===== src/rtl/fifo_rd_stream_pkg.sv =====
// Shared definitions for the FIFO read-side stream block.
// Latency: n/a (types and constants only).
// Backpressure: n/a.
package fifo_rd_stream_pkg;

    // Skid buffer occupancy; the encoding doubles as the OCC status value.
    typedef enum logic [1:0] {
        O0 = 2'd0,
        O1 = 2'd1,
        O2 = 2'd2
    } occ_e;

    localparam int DEF_DATA_WIDTH = 8;
    localparam int DEF_BURST_LEN  = 4;
    localparam int DEF_CNT_WIDTH  = 3;

endpackage


===== src/rtl/fifo_rd_stream_if.sv =====
// FIFO read port plus downstream valid/ready stream, bundled as one interface.
// Latency: n/a (wiring only).
// Backpressure: M_READY from the sink; EMPTY from the FIFO gates R_INC.
// Ports: EMPTY/RD_DATA/R_INC (FIFO read side), EN (drain enable),
//        M_DATA/M_VALID/M_READY/M_LAST (stream), OCC (buffer occupancy).
interface fifo_rd_stream_if
    import fifo_rd_stream_pkg::*;
#(
    parameter int DATA_WIDTH = DEF_DATA_WIDTH
);
    logic                  EMPTY;
    logic [DATA_WIDTH-1:0] RD_DATA;
    logic                  R_INC;
    logic                  EN;
    logic [DATA_WIDTH-1:0] M_DATA;
    logic                  M_VALID;
    logic                  M_READY;
    logic                  M_LAST;
    logic [1:0]            OCC;

    // master: the reader block (pops the FIFO, sources the stream)
    modport master (
        input  EMPTY, RD_DATA, EN, M_READY,
        output R_INC, M_DATA, M_VALID, M_LAST, OCC
    );

    // slave: the surrounding FIFO / sink
    modport slave (
        output EMPTY, RD_DATA, EN, M_READY,
        input  R_INC, M_DATA, M_VALID, M_LAST, OCC
    );
endinterface


===== src/rtl/fifo_rd_stream_skid_buf.sv =====
// Two-entry register buffer (main + skid) with occupancy FSM and valid/ready output.
// Latency: word pushed at edge k is presented on m_dat_o in cycle k+1 when empty.
// Backpressure: absorbs one extra word while m_rdy_i is low; caller must not push in O2.
// Ports: clk/rst_n, push_i/push_dat_i (write side), m_vld_o/m_dat_o/m_rdy_i (stream), occ_o.
module fifo_rd_stream_skid_buf
    import fifo_rd_stream_pkg::*;
#(
    parameter int DATA_WIDTH = DEF_DATA_WIDTH
) (
    input  logic                  clk,
    input  logic                  rst_n,
    input  logic                  push_i,
    input  logic [DATA_WIDTH-1:0] push_dat_i,
    output logic                  m_vld_o,
    output logic [DATA_WIDTH-1:0] m_dat_o,
    input  logic                  m_rdy_i,
    output occ_e                  occ_o
);
    logic [DATA_WIDTH-1:0] main_q;
    logic [DATA_WIDTH-1:0] skid_q;
    occ_e                  occ_q;
    logic                  acc;

    assign acc = (occ_q != O0) & m_rdy_i;

    always_ff @(posedge clk or negedge rst_n) begin
        if (!rst_n) begin
            main_q <= '0;
            skid_q <= '0;
            occ_q  <= O0;
        end else begin
            case (occ_q)
                O0: begin
                    if (push_i) begin
                        main_q <= push_dat_i;
                        occ_q  <= O1;
                    end
                end
                O1: begin
                    if (push_i && acc) begin
                        main_q <= push_dat_i;
                    end else if (push_i) begin
                        // Sink stalled: park the new word behind the head.
                        skid_q <= push_dat_i;
                        occ_q  <= O2;
                    end else if (acc) begin
                        occ_q  <= O0;
                    end
                end
                O2: begin
                    // Full: the head leaves and the skid word moves up on the same edge.
                    if (acc) begin
                        main_q <= skid_q;
                        occ_q  <= O1;
                    end
                end
                default: occ_q <= O0;
            endcase
        end
    end

    assign m_vld_o = (occ_q != O0);
    assign m_dat_o = main_q;
    assign occ_o   = occ_q;
endmodule


===== src/rtl/fifo_rd_stream.sv =====
// Drains the async FIFO read port into a valid/ready stream, marking bursts with M_LAST.
// Latency: word popped at edge k is on M_DATA with M_VALID=1 in cycle k+1 (empty buffer).
// Backpressure: R_INC depends only on registered occupancy, never on M_READY; stops at OCC=2.
// Ports: CLK, RST (async active-low), bus (FIFO read side + stream, master modport).
module fifo_rd_stream
    import fifo_rd_stream_pkg::*;
#(
    parameter int DATA_WIDTH = DEF_DATA_WIDTH,
    parameter int BURST_LEN  = DEF_BURST_LEN,
    parameter int CNT_WIDTH  = DEF_CNT_WIDTH
) (
    input  logic              CLK,
    input  logic              RST,
    fifo_rd_stream_if.master  bus
);
    localparam logic [CNT_WIDTH-1:0] LAST_CNT = CNT_WIDTH'(BURST_LEN - 1);

    occ_e                  occ;
    logic                  r_inc;
    logic                  m_vld;
    logic [DATA_WIDTH-1:0] m_dat;
    logic                  acc;
    logic [CNT_WIDTH-1:0]  cnt_q;
    logic [CNT_WIDTH-1:0]  cnt_d;

    // RST term keeps the pop strobe low throughout reset even though EMPTY may be 0.
    assign r_inc = RST & ~bus.EMPTY & bus.EN & (occ != O2);

    fifo_rd_stream_skid_buf #(
        .DATA_WIDTH (DATA_WIDTH)
    ) u_skid_buf (
        .clk        (CLK),
        .rst_n      (RST),
        .push_i     (r_inc),
        .push_dat_i (bus.RD_DATA),
        .m_vld_o    (m_vld),
        .m_dat_o    (m_dat),
        .m_rdy_i    (bus.M_READY),
        .occ_o      (occ)
    );

    assign acc = m_vld & bus.M_READY;

    // Beat position only moves on accepts, so EN gaps leave the burst position intact.
    always_comb begin
        cnt_d = cnt_q;
        if (acc) begin
            cnt_d = (cnt_q == LAST_CNT) ? '0 : cnt_q + CNT_WIDTH'(1);
        end
    end

    always_ff @(posedge CLK or negedge RST) begin
        if (!RST) begin
            cnt_q <= '0;
        end else begin
            cnt_q <= cnt_d;
        end
    end

    assign bus.R_INC   = r_inc;
    assign bus.M_DATA  = m_dat;
    assign bus.M_VALID = m_vld;
    assign bus.M_LAST  = m_vld & (cnt_q == LAST_CNT);
    assign bus.OCC     = occ;
endmodule

===== src/flat_wrapper.sv =====
// flat-port wrapper written by rule: the top's interface ports become plain ports
module fifo_rd_stream_flat import fifo_rd_stream_pkg::*;
#(
    parameter int DATA_WIDTH = DEF_DATA_WIDTH,
    parameter int BURST_LEN  = DEF_BURST_LEN,
    parameter int CNT_WIDTH  = DEF_CNT_WIDTH
)
  (CLK, RST, bus_EMPTY, bus_RD_DATA, bus_EN, bus_M_READY, bus_R_INC, bus_M_DATA, bus_M_VALID, bus_M_LAST, bus_OCC);
  fifo_rd_stream_if #(.DATA_WIDTH(DATA_WIDTH)) bus_i ();
  input  logic CLK;
  input  logic RST;
  input wire logic [$bits(bus_i.EMPTY)-1:0] bus_EMPTY;
  input wire logic [$bits(bus_i.RD_DATA)-1:0] bus_RD_DATA;
  input wire logic [$bits(bus_i.EN)-1:0] bus_EN;
  input wire logic [$bits(bus_i.M_READY)-1:0] bus_M_READY;
  output wire logic [$bits(bus_i.R_INC)-1:0] bus_R_INC;
  output wire logic [$bits(bus_i.M_DATA)-1:0] bus_M_DATA;
  output wire logic [$bits(bus_i.M_VALID)-1:0] bus_M_VALID;
  output wire logic [$bits(bus_i.M_LAST)-1:0] bus_M_LAST;
  output wire logic [$bits(bus_i.OCC)-1:0] bus_OCC;
  assign bus_i.EMPTY = bus_EMPTY;
  assign bus_i.RD_DATA = bus_RD_DATA;
  assign bus_i.EN = bus_EN;
  assign bus_i.M_READY = bus_M_READY;
  assign bus_R_INC = bus_i.R_INC;
  assign bus_M_DATA = bus_i.M_DATA;
  assign bus_M_VALID = bus_i.M_VALID;
  assign bus_M_LAST = bus_i.M_LAST;
  assign bus_OCC = bus_i.OCC;
  fifo_rd_stream #(.DATA_WIDTH(DATA_WIDTH), .BURST_LEN(BURST_LEN), .CNT_WIDTH(CNT_WIDTH)) u_core (.CLK(CLK), .RST(RST), .bus(bus_i));
endmodule

===== config.mk =====
export PLATFORM = sky130hd
export DESIGN_NAME = fifo_rd_stream_flat
export DESIGN_NICKNAME = d
export VERILOG_FILES = /design/src/rtl/fifo_rd_stream_pkg.sv /design/src/rtl/fifo_rd_stream_if.sv /design/src/rtl/fifo_rd_stream_skid_buf.sv /design/src/rtl/fifo_rd_stream.sv /design/src/flat_wrapper.sv
export SDC_FILE = /design/constraint.sdc
export NUM_CORES = 1
export LEC_CHECK = 0
export CAP_MARGIN = 10
export CORE_MARGIN = 5
export CORE_UTILIZATION = 51
export DETAILED_ROUTE_END_ITERATION = 8
export PLACE_DENSITY_LB_ADDON = 0.3
export SLEW_MARGIN = 20
export SYNTH_ARGS = -nofsm -noshare
export SYNTH_HDL_FRONTEND = slang
export SYNTH_HIERARCHICAL = 1
export SYNTH_SLANG_ARGS = --single-unit

===== constraint.sdc =====
create_clock -name CLK -period 3.8 [get_ports CLK]
set_clock_uncertainty 0.05 [all_clocks]
set_input_delay 0.76 -clock CLK [delete_from_list [all_inputs] [get_ports CLK]]
set_output_delay 0.76 -clock CLK [all_outputs]
set_load 0.02 [all_outputs]

==> impl_metrics.csv, run 1 <==
group,metric,value,unit
synth,async_flop_share,100,%
timing,fin_crit,3.17,ns
finish,antenna_cells,0,
clocking,cts_buffers,3,
clocking,path_clk_slew,0.11,ns
synth,synth_area_per_cell,14.4,um2
synth,synth_area_leaders,"dfrtp_1 (52%), mux2_2 (18%), mux2_4 (12%), nor2b_1 (1.8%), o21ai_4 (1.6%)",
synth,synth-seq-area-share,51.5,%
timing,fmax,315,MHz
drt,drc,0,
timing,whs,0.453,ns
drt,ant_nets,0,
clocking,cts_resized,0,
timing,worst_slew_pin_slew,0.640,ns
clocking,cts_root_buffer,"clkbuf_4",
global_route,grt_pass1_wl,2850,um
floorplanning,die_y,54.7,um
finish,syn_to_final_growth,29.7,%
place,place_congestion,0.642,
power,p_leak,0.571,nW
synth,synth.most_common_cell,"dfrtp_1",
drt,drt-total-wl,1830,um
synth,synth_edf_count,0,
power,vdd_drop_max,349,uV
synth,synth_top_area_cell,"dfrtp_1",
drt,drt_iter0_drc,4,
drt,top_layer,"met4",
setup_path,setup.worst_path.class,"in2out",
synth,synth_cells,71,
clocking,htree_levels,1,
outcome,status,"finished clean",
job,cap_violations,0,
drt,drt-met1-wl,719,um
global_route,grtUsageTotal,14.2,%
global_route,grt_antenna_before_repair,0,
synth,synth-adder-area-share,1.23,%
drt,wire_per_inst,14.5,um
synth,ys_types,26,
drt,met3_length,86,um
timing,final.period_utilization,83.4,%
clocking,cts_setup_buffers,0,
synth,synthMuxAreaShare,31.5,%
timing,finalMaxSlewViolations,0,
synth,synth-xor-area-share,0,%
timing,setup_viol,0,
synth,synth_compound_area_share,5.64,%
drt,wl_met2,993,um
setup_path,cp-start-kind,"primary input",
setup_path,cp_max_fo,4,
power,power_density,492,nW/um2
floorplanning,coreArea,1940,um2
synth,ys.flop_type,"dfrtp_1",
global_route,grt_overflow_total,0,
min_path,min_path_type,"reg2reg",
place,hpwl,1360,um
synth,yosys.area_share.simple,7.85,%
timing,rsz0062_at_grt,"false",
floorplanning,die-area,2990,um2
setup_path,required,2.99,ns
global_route,grt_max_degree,22,
clocking,cts_tree,"built",
floorplanning,initial_core_util,52.5,%
clocking,worstSkewPairLatency,0.30,ns
synth,ys_top_cells_by_count,"dfrtp_1 (21), mux2_2 (16), mux2_4 (8)",
floorplanning,rows,16,
clocking,cts.sinks,21,
synth,netlist_area,1020,um2
timing,slew_headroom,57.2,%
synth,synth_nets,85,
setup_path,critPathArrivalTime,2.36,ns
clocking,postCtsHoldBufs,0,
timing,hold_viol,0,
timing,tns,0,ns
setup_path,end_kind,"output port",
drt,num_vias,639,
synth,ys_seq_elements,21,
synth,post-synth-top-area-fraction,51.5,%
synth,synth_top_family_by_area,"multiplexers",
global_route,grt_pass1_vias,613,
synth,yosys_warnings,6,
place,io_buffers,25,
finish,drive_gt1_share,37.4,%
floorplanning,die_w,54.7,um
floorplanning,io_pins,26,
finish,nets,114,
drt,viasPerCell,5.07,
clocking,clk_path_buf_depth,2,
drt,first_pass_iters,2,
[critical path, stage by stage]
cell	delay, ns
clkdlybuf4s50_1	0.50
nand2_1	0.06
nor3_1	0.35
clkdlybuf4s50_1	0.69
[where the power goes]
group | internal, W | switching (W) | total (W)
combinational | 0.000128 | 0.0000949 | 0.000223
clock | 0.0000393 | 0.0000670 | 0.000106
sequential | 0.000287 | 0.0000341 | 0.000321
[logic make-up (layout without fill, tap and decap cells)]
family | Yosys count | in the layout
AO/OA/AOI/OAI | 7 | 7
multiplexers | 26 | 26
buffers and inverters | 3 | 31
AND/OR/NAND/NOR | 13 | 13
adder cells (fa/ha/maj) | 1 | 1
flip-flops | 21 | 21
[metal layers]
metal / GRT usage [%] / vias to the layer above
met1: 14.8 / 314
li1: - / 308
met2: 24.4 / 13
met3: 4.36 / 4
met4: 9.13 / 0
met5: 0 / -
[flip-flops by register name (all words and copies together), names as in the netlist]
signal                     count
u_core/u_skid_buf/m_dat_o      8
u_core/u_skid_buf/skid_q       8
u_core/u_skid_buf/occ_o        2
u_core/cnt_q                   3
[final timing paths]
check,from,endpoint,slack [ns],cells past startpoint
setup / recovery,RST,bus_R_INC,0.63,4
hold / removal,u_core/u_skid_buf/skid_q[4],u_core/u_skid_buf/skid_q[4],0.45,1
max in group asynchronous,RST,u_core/u_skid_buf/skid_q[1],2.69,2
min in group asynchronous,RST,u_core/u_skid_buf/m_dat_o[2],0.80,2
hold reg to reg,u_core/u_skid_buf/skid_q[4],u_core/u_skid_buf/skid_q[4],0.45,1
setup reg to reg,u_core/u_skid_buf/occ_o[1],u_core/u_skid_buf/skid_q[7],1.57,5
[layout make-up]
class                           count  area, um2
Timing Repair Buffer               26        258
Sequential cell                    21        526
Multi-Input combinational cell     47        474
Tap cell                           27       33.8
Fill cell                         144        619
Clock buffer                        3       22.5
Clock inverter                      1       5.00
Inverter                            1       3.75
[per-stage QoR]
step / area (um2) / util, % / worst slack (ns) / std cells / total power, W
after floorplan: 1020 / - / 1.32 / 71 / 0.000452
after global placement: 1290 / 66.6 / 0.680 / 122 / 0.000541
after detailed placement: 1290 / 66.6 / 0.644 / 122 / 0.000552
after CTS: 1320 / 68.0 / 0.621 / 126 / 0.000660
after global routing: 1320 / 68.1 / 0.572 / 126 / 0.000691
final: 1320 / 68.1 / 0.630 / 126 / 0.000650
[placed cells by master (no fill, tap or decap)]
master           synthesis  final
nand2_2                  1      1
and3_2                   1      1
a21oi_2                  1      1
clkbuf_4                 0      3
nor2_1                   1      1
dfrtp_1                 21     21
nor3_1                   1      1
o21ai_4                  1      1
and2_1                   1      1
nor2b_2                  1      2
or2_2                    1      1
mux2_1                   1      1
buf_4                    1      1
clkdlybuf4s50_1          0     25
nand2_1                  1      1
a22o_2                   1      1
clkinv_2                 0      1
nor2b_1                  3      2
o22ai_1                  1      1
nand2b_1                 1      1
mux2i_1                  1      1
nand3b_1                 1      1
a21oi_1                  2      2
mux2_4                   8      8
mux2_2                  16     16
inv_1                    1      1
ha_1                     1      1
a31oi_1                  1      1
Note: power is estimated with default switching activity, not from simulation.
==> run 2: changes to the inputs <==
- CORE_UTILIZATION: 51 -> 43
- clock period: 3.8 -> 2.63 ns (I/O delays scaled with it)
==> run 2 against run 1 <==
Routed wire length shrank 5.1%. Total power increased by 43%. Design area rose by 0.95%. Clock power increased by 37%. Global-route usage fell by 2.8 points. Register-to-register slack worse by 1.1 ns. Setup slack got worse by 0.48 ns. Sequential share of layout area fell by 0.37 points. Critical path depth did not move. Flip-flop and latch count unchanged. Sequential power is 44% higher. Core utilization down 8.3 points. Critical path type unchanged.
==> impl_metrics.csv, run 2 (synthesis gave the netlist of run 1 again) <==
group,metric,value,unit
job,cap_violations,0,
finish,multi_input_area,472,um2
drt,ant_nets,0,
place,dp.cells,125,
timing,slew_headroom,73.3,%
clocking,cts_setup_buffers,0,
clocking,cts_buffers,3,
power,p_int,0.000660,W
timing,hold_viol,0,
clocking,cts.sinks,21,
drt,first_pass_iters,2,
finish,fin_cells,129,
timing,finalMaxSlewViolations,0,
timing,fin_crit,2.48,ns
clocking,postCtsHoldBufs,0,
power,power_density,696,nW/um2
floorplanning,coreArea,2230,um2
drt,drt_iter0_drc,8,
floorplanning,initial_core_util,45.7,%
drt,viasPerCell,4.78,
power,p_leak,0.579,nW
timing,fmax,403,MHz
clocking,cts_root_buffer,"clkbuf_4",
timing,tns,0,ns
global_route,grtUsageTotal,11.4,%
place,place_congestion,0.687,
finish,nets,116,
global_route,grt_pass1_wl,2960,um
drt,drt-total-wl,1740,um
clocking,cts_tree,"built",
setup_path,cpPeakStageDelay,0.66,ns
setup_path,required,2.05,ns
global_route,grt_overflow_total,0,
floorplanning,die-area,3450,um2
setup_path,crit_chain,"clkdlybuf4s50_1 -> nand2_1 -> nor3_1 -> clkdlybuf4s50_1",
clocking,clk_path_buf_depth,2,
floorplanning,die_w,58.7,um
drt,drc,0,
finish,ff_latch_area,526,um2
power,p_switching,0.000269,W
global_route,grt_antenna_before_repair,0,
finish,syn_to_final_growth,30.9,%
finish,antenna_cells,0,
power,power_frac_seq,49.7,%
setup_path,r2r_slack,0.50,ns
outcome,status,"finished clean",
setup_path,critPathMostFrequentCell,"clkdlybuf4s50_1",
clocking,cts_resized,0,
floorplanning,rows,17,
drt,num_vias,617,
timing,setup_viol,0,
setup_path,end_kind,"output port",
setup_path,cp-start-kind,"primary input",
power,vdd_drop_max,388,uV
timing,rsz0062_at_grt,"false",
power,clock_power_share,15.6,%
power,p_comb_share,34.7,%
global_route,grt_pass1_vias,671,
timing,worst_slew_pin_slew,0.399,ns
min_path,min_path_type,"reg2reg",
power,p_sw_share,29.0,%
timing,final.period_utilization,94.3,%
drt,wire_per_inst,13.4,um
setup_path,setup.worst_path.class,"in2out",
clocking,path_clk_slew,0.10,ns
finish,fillCellCount,185,
place,io_buffers,25,
setup_path,critPathArrivalTime,1.91,ns
floorplanning,io_pins,26,
floorplanning,die_y,58.7,um
setup_path,cp_max_fo,2,
setup_path,cp_slowest_cell,"clkdlybuf4s50_1",
finish,final_cell_mix,"clkdlybuf4s50_1 (25), dfrtp_1 (21), mux2_2 (16)",
clocking,htree_levels,1,
global_route,grt_max_degree,22,
place,hpwl,1320,um
finish,drive_gt1_share,36.6,%
finish,layout_commonest_cell,"clkdlybuf4s50_1",
clocking,worstSkewPairLatency,0.29,ns
[run 2: changes by cell type in the layout (fill, tap and decap cells not counted), sizes merged]
| cell | previous run | this run |
|---|---|---|
| clkbuf | 3 | 4 |
| clkinv | 1 | 0 |
| buf | 1 | 3 |
[run 2: final cells by class]
| cell class | instances | share of cell area, % |
|---|---|---|
| tap | 28 | 2.62 |
| multi-input combinational | 47 | 35.3 |
| sequential | 21 | 39.4 |
| clock buffer | 4 | 1.97 |
| inverter | 1 | 0.281 |
| timing repair buffer | 28 | 20.4 |
[run 2: path summary, 6_finish.rpt]
| kind | from | to | cells past startpoint |
|---|---|---|---|
| min | u_core/u_skid_buf/skid_q[4] | u_core/u_skid_buf/skid_q[4] | 1 |
| max | RST | bus_R_INC | 4 |
| min in group asynchronous | RST | u_core/u_skid_buf/occ_o[0] | 2 |
| max reg2reg | u_core/u_skid_buf/occ_o[1] | u_core/u_skid_buf/skid_q[1] | 6 |
| min reg2reg | u_core/u_skid_buf/skid_q[4] | u_core/u_skid_buf/skid_q[4] | 1 |
| max in group asynchronous | RST | u_core/u_skid_buf/skid_q[0] | 2 |
[run 2: critical path, delay by kind of cell]
kind	cells	cell delay, ns
buffers and inverters	2	1.13
and+or+nand+nor	2	0.25
[run 2: power groups by stage]
stage	Combinational, W	Sequential (W)	Clock [W]
global placement	0.000318	0.000466	0
finish	0.000323	0.000462	0.000145
floorplan	0.000143	0.000510	0
global route	0.000350	0.000476	0.000171
detailed placement	0.000327	0.000471	0
CTS	0.000328	0.000464	0.000157
[run 2: metal layers]
metal	track usage [%]	wire length [um]	share of wire, %
met1	14.7	755	44
met2	18.7	907	52
met3	1.97	62	3.6
met4	4.85	10	0.58
met5	0	0	0
[run 2: per-stage QoR]
stage	hold WS (ns)	utilization, %	setup slack (ns)	total power (W)	instance area, um2
3_5_place_dp	0.438	58.6	0.0912	0.000798	1310
3_3_place_gp	0.420	58.6	0.123	0.000784	1310
6_report	0.459	59.8	0.149	0.000929	1340
4_1_cts	0.464	59.8	0.141	0.000949	1340
2_1_floorplan	0.180	-	0.250	0.000653	1020
5_1_grt	0.482	59.8	0.0794	0.000997	1340
